$ cat config.mk
export PLATFORM = sky130hd
export DESIGN_NAME = v2_filter_ctrl
export DESIGN_NICKNAME = d
export VERILOG_FILES = /design/src/rtl/v2_filter_ctrl.sv
export SDC_FILE = /design/constraint.sdc
export NUM_CORES = 1
export LEC_CHECK = 0
export CAP_MARGIN = 10
export CORE_MARGIN = 4
export CORE_UTILIZATION = 59
export CTS_CLUSTER_SIZE = 8
export DETAILED_ROUTE_END_ITERATION = 16
export PLACE_DENSITY = 0.82
export SLEW_MARGIN = 15
export SYNTH_ARGS = -nofsm -noshare
export SYNTH_HDL_FRONTEND = slang
export SYNTH_SLANG_ARGS = --single-unit
export TNS_END_PERCENT = 100
$ cat constraint.sdc
create_clock -name clk -period 3.85 [get_ports clk]
set_input_delay 0.5775 -clock clk [delete_from_list [all_inputs] [get_ports clk]]
set_output_delay 0.5775 -clock clk [all_outputs]
set_load 0.1 [all_outputs]
$ cat src/rtl/v2_filter_ctrl.sv
// rtl/v2_filter_ctrl.sv - v2 shaping filter sequencer with peak capture and event FIFO
module v2_filter_ctrl #(
    parameter int DATA_W       = 16,
    parameter int TS_W         = 32,
    parameter int FLUSH_CYCLES = 64,
    parameter int PEAK_WINDOW  = 32,
    parameter int DEAD_TIME    = 16,
    parameter int FIFO_DEPTH   = 4
) (
    input  logic              clk,
    input  logic              reset,
    input  logic              enable,
    input  logic [DATA_W-1:0] threshold,
    output logic              filt_reset_n,
    input  logic [DATA_W-1:0] filt_data,
    output logic              evt_valid,
    input  logic              evt_ready,
    output logic [DATA_W-1:0] evt_amp,
    output logic [TS_W-1:0]   evt_ts,
    output logic [7:0]        drop_cnt,
    output logic [2:0]        state_o
);

    localparam int CNT_MAX = (FLUSH_CYCLES > PEAK_WINDOW)
                           ? ((FLUSH_CYCLES > DEAD_TIME) ? FLUSH_CYCLES : DEAD_TIME)
                           : ((PEAK_WINDOW > DEAD_TIME) ? PEAK_WINDOW : DEAD_TIME);
    localparam int CNT_W = $clog2(CNT_MAX + 1);
    localparam int PTR_W = $clog2(FIFO_DEPTH);

    localparam logic [CNT_W-1:0] FLUSH_LAST = CNT_W'(FLUSH_CYCLES - 1);
    localparam logic [CNT_W-1:0] PEAK_LAST  = CNT_W'(PEAK_WINDOW - 1);
    localparam logic [CNT_W-1:0] DEAD_LAST  = CNT_W'(DEAD_TIME - 1);
    localparam logic [PTR_W:0]   FIFO_FULL  = (PTR_W + 1)'(FIFO_DEPTH);

    typedef enum logic [2:0] {
        IDLE  = 3'd0,
        FLUSH = 3'd1,
        ARMED = 3'd2,
        TRACK = 3'd3,
        DEAD  = 3'd4
    } state_t;

    state_t                    state, state_nxt;
    logic [CNT_W-1:0]          cnt, cnt_nxt;
    logic signed [DATA_W-1:0]  max_amp, max_nxt;
    logic [TS_W-1:0]           pts, pts_nxt;
    logic [TS_W-1:0]           ts;
    logic                      push_req;

    logic signed [DATA_W-1:0]  sample;
    logic signed [DATA_W-1:0]  level;
    logic                      above;

    assign sample  = filt_data;
    assign level   = threshold;
    assign above   = sample > level;
    assign state_o = state;

    always_comb begin
        state_nxt = state;
        cnt_nxt   = cnt;
        max_nxt   = max_amp;
        pts_nxt   = pts;
        push_req  = 1'b0;
        if (!enable) begin
            state_nxt = IDLE;
        end else begin
            case (state)
                IDLE: begin
                    state_nxt = FLUSH;
                    cnt_nxt   = '0;
                end
                FLUSH: begin
                    if (cnt == FLUSH_LAST) begin
                        state_nxt = ARMED;
                        cnt_nxt   = '0;
                    end else begin
                        cnt_nxt = cnt + 1'b1;
                    end
                end
                ARMED: begin
                    if (above) begin
                        state_nxt = TRACK;
                        max_nxt   = sample;
                        pts_nxt   = ts;
                        cnt_nxt   = '0;
                    end
                end
                TRACK: begin
                    // The ending sample never competes for the peak.
                    if (!above || cnt == PEAK_LAST) begin
                        push_req  = 1'b1;
                        state_nxt = DEAD;
                        cnt_nxt   = '0;
                    end else begin
                        cnt_nxt = cnt + 1'b1;
                        if (sample > max_amp) begin
                            max_nxt = sample;
                            pts_nxt = ts;
                        end
                    end
                end
                DEAD: begin
                    if (cnt == DEAD_LAST) begin
                        state_nxt = ARMED;
                        cnt_nxt   = '0;
                    end else begin
                        cnt_nxt = cnt + 1'b1;
                    end
                end
                default: state_nxt = IDLE;
            endcase
        end
    end

    always_ff @(posedge clk or negedge reset) begin
        if (!reset) begin
            state        <= IDLE;
            cnt          <= '0;
            max_amp      <= '0;
            pts          <= '0;
            ts           <= '0;
            filt_reset_n <= 1'b0;
        end else begin
            state        <= state_nxt;
            cnt          <= cnt_nxt;
            max_amp      <= max_nxt;
            pts          <= pts_nxt;
            ts           <= ts + 1'b1;
            filt_reset_n <= (state_nxt != IDLE);
        end
    end

    logic [DATA_W-1:0] amp_mem [FIFO_DEPTH];
    logic [TS_W-1:0]   ts_mem  [FIFO_DEPTH];
    logic [PTR_W-1:0]  wr_ptr, rd_ptr;
    logic [PTR_W:0]    count;
    logic              full, pop, push_ok, drop;

    assign evt_valid = (count != '0);
    assign full      = (count == FIFO_FULL);
    assign pop       = evt_valid && evt_ready;
    // A full FIFO still accepts a push when the head leaves on the same edge.
    assign push_ok   = push_req && (!full || pop);
    assign drop      = push_req && full && !pop;
    assign evt_amp   = amp_mem[rd_ptr];
    assign evt_ts    = ts_mem[rd_ptr];

    always_ff @(posedge clk or negedge reset) begin
        if (!reset) begin
            for (int i = 0; i < FIFO_DEPTH; i++) begin
                amp_mem[i] <= '0;
                ts_mem[i]  <= '0;
            end
            wr_ptr   <= '0;
            rd_ptr   <= '0;
            count    <= '0;
            drop_cnt <= '0;
        end else begin
            if (push_ok) begin
                amp_mem[wr_ptr] <= max_amp;
                ts_mem[wr_ptr]  <= pts;
                wr_ptr          <= wr_ptr + 1'b1;
            end
            if (pop) begin
                rd_ptr <= rd_ptr + 1'b1;
            end
            if (push_ok && !pop) begin
                count <= count + 1'b1;
            end else if (pop && !push_ok) begin
                count <= count - 1'b1;
            end
            if (drop && drop_cnt != 8'hFF) begin
                drop_cnt <= drop_cnt + 1'b1;
            end
        end
    end

endmodule
==> reports/qor.txt <==
Setup violations, final: 0
status: completed
leak pwr: 8.063 nW
Mapped Area: 0.01373 sq mm
Hold Path Class: in2async
GRT Overall Usage: 0.2221
vias in the first global route: 8972
DR pass1 iterations: 7
Reg clk slew, reported paths: 50 ps
CTS buffer count: 43
Post-DRT Antenna Nets: 0
CTS Buffer Depth: 3
GRT Residual Overflow: 0
Post-CTS Repair Setup Buffers: 0
area of the core: 0.02278 sq mm
share of cells above drive strength 1: 0.3633
Async SR Flop Fraction: 1.000
placed cell area: 0.01523 sq mm
count of cell types in the netlist: 49
via count: 8144
drt initial violations: 355
post-synthesis sequential area ratio: 0.5432
CTS Hold Bufs: 0
Slew Limit Fails: 0
CTS tree: done
Final min period: 3430 ps
Crit. End Element: flop
Yosys reg bits: 298
Max IR drop VDD: 0.3147 mV
Clock Skew: 16.90 ps
port bufs: 96
Startpoint Class: primary input
worst slew pin tran: 976.5 ps
Gates resized, CTS repair: 0
Die X: 160.5 um
Wirelength per Cell: 19.60 um
clock sinks: 298
critical path fanouts, max: 4
ANT cells: 0
post-DP HPWL: 18300 um
Nets: 1173
EDFF count, synth: 0
post-route cell area: 0.01638 sq mm
initial antenna violation count: 0
Setup CP Type: in2reg
commonest register cell after synthesis: dfrtp_1
final worst setup slack: 420.4 ps
Yosys warnings: 0
unrepaired setup endpoints after global routing: false
IO Count: 97
first-pass GRT wire length: 46680 um
Max-Cap Viols: 0
PwrDens: 446.8 mW/mm^2
Critical Path RT: 4300 ps
GPL Wtd Cong: 0.7854
std cell rows: 55
area grow syn2layout: 19.28%
Die Footprint: 0.02577 sq mm
largest net degree at the start of global routing: 102
fin util: 0.7190
insertion delay to the later sink of the worst-skew pair: 530 ps
H-Tree Depth: 2
starting density of the core: 0.6027
Mean Syn Cell Area: 14.42 sq um
Final Hold Viols: 0
Critical Path AT: 3880 ps
most common cell after layout, fill and taps aside: dfrtp_1
syn_nets: 1029
commonest non-fill, non-tap cells in the layout: 296 x dfrtp_1, 183 x mux2_2, 78 x buf_4
final cycle utilization of the critical path: 0.8908
vias per cell: 5.760
Root Buffer: clkbuf_16
hold_ws: 67.63 ps
fmax: 291.6 MHz
height of the die: 160.5 um
Total Wirelength: 27720 um
Setup Slack @ Placement: -87.31 ps
Remaining DRCs: 0
Relative slew margins: 0.3470
Mapped Cells: 952
[report_power, final]
group | internal (mW) | leakage, nW | total [mW] | switching [mW]
Clock | 1.98 | 0.556 | 3.24 | 1.26
Sequential | 3.18 | 4.13 | 3.33 | 0.151
Combinational | 0.358 | 3.38 | 0.742 | 0.384
[per-stage QoR]
stage / std cells / power (mW) / setup TNS (ps)
after detailed placement: 1364 / 4.144 / -160.3
after floorplan: 952 / 3.828 / 0
after global placement: 1364 / 4.128 / 0
after global routing: 1414 / 7.613 / 0
after CTS: 1414 / 7.408 / 0
final: 1414 / 7.317 / 0
[area by class of cell]
class                           instances  area, sq um
Sequential cell                       298         7462
Clock buffer                           46         1087
Multi-Input combinational cell        569         5889
Tap cell                              313        391.6
Inverter                               46        172.7
Clock inverter                          4        62.56
Timing Repair Buffer                  138         1311
Fill cell                            1455         6401
[layer usage]
layer,up-vias,track usage,wire length [um],part of all wire
li1,3735,-,-,-
met1,4214,0.3023,12160,0.44
met2,154,0.3757,14040,0.51
met3,41,0.03823,1035,0.037
met4,0,0.05788,476,0.017
met5,-,0,0,0
[cells by family (layout without fill, tap and decap cells)]
group                    after synthesis  count (layout)  share of synthesized area
flip-flops                           298             298                     0.5432
buffers and inverters                 85             234                    0.03017
AND/OR/NAND/NOR                      140             140                    0.05176
adder cells (fa/ha/maj)               41              41                    0.03791
multiplexers                         291             291                     0.2835
AO/OA/AOI/OAI                         54              54                    0.02606
XOR/XNOR                              43              43                    0.02743
[registers in the layout, summed over array words and instances (netlist names)]
register	count
ts_mem	128
amp_mem	64
pts	32
ts	32
max_amp	16
drop_cnt	8
cnt	7
count	3
state_o	3
rd_ptr	2
wr_ptr	2
filt_reset_n	1
[critical path, stage by stage]
cell and delay [ps]:
clkdlybuf4s50_1 460, inv_1 40, ha_1 290, nand4_1 130
or4_1 600, a21o_1 230, a21oi_1 220, o31ai_4 100
nor2_1 140, ha_1 200, inv_1 60, fa_1 370
xor2_1 170, nor2_1 130, xor2_1 160
[Yosys cell counts, types with 2 or more instances]
cell,count,area (sq um)
or3_1,4,25.02
buf_1,4,15.01
a21o_1,6,45.04
or4_1,2,15.01
buf_2,16,80.08
buf_6,10,112.6
nor2_1,26,97.59
and4_1,4,35.03
inv_1,46,172.7
o22ai_1,6,37.54
a211oi_1,2,15.01
and2_1,3,18.77
nand2_1,30,112.6
nand3_1,25,125.1
nand4_1,17,106.4
mux4_2,48,1081
nor3_1,11,55.05
xor2_1,20,175.2
mux2_4,20,300.3
o211ai_1,2,15.01
mux2_2,183,2061
ha_1,40,500.5
mux2_1,40,450.4
dfrtp_1,298,7457
and3_1,7,43.79
o21ai_0,8,40.04
clkbuf_1,9,33.78
a21oi_1,16,80.08
o21bai_1,2,15.01
nand2b_1,2,12.51
nor2b_1,5,31.28
xnor2_1,23,201.4
[worst paths after layout]
path                                               from                      end  slack, ps  depth (start not counted)
worst max-delay path                      threshold[14]     count[2]$_DFFE_PN0P_        420                         15
worst min-delay path                              reset       cnt[5]$_DFFE_PN0P_         70                          1
worst max register to register  max_amp[13]$_DFFE_PN0P_      pts[26]$_DFFE_PN0P_       1080                          9
worst min register to register  ts_mem[113]$_DFFE_PN0P_  ts_mem[113]$_DFFE_PN0P_        480                          1
max in group asynchronous                         reset    rd_ptr[1]$_DFFE_PN0P_       2920                          2
min in group clk                ts_mem[113]$_DFFE_PN0P_  ts_mem[113]$_DFFE_PN0P_        480                          1
No activity file was read; power rests on OpenSTA's default activity.
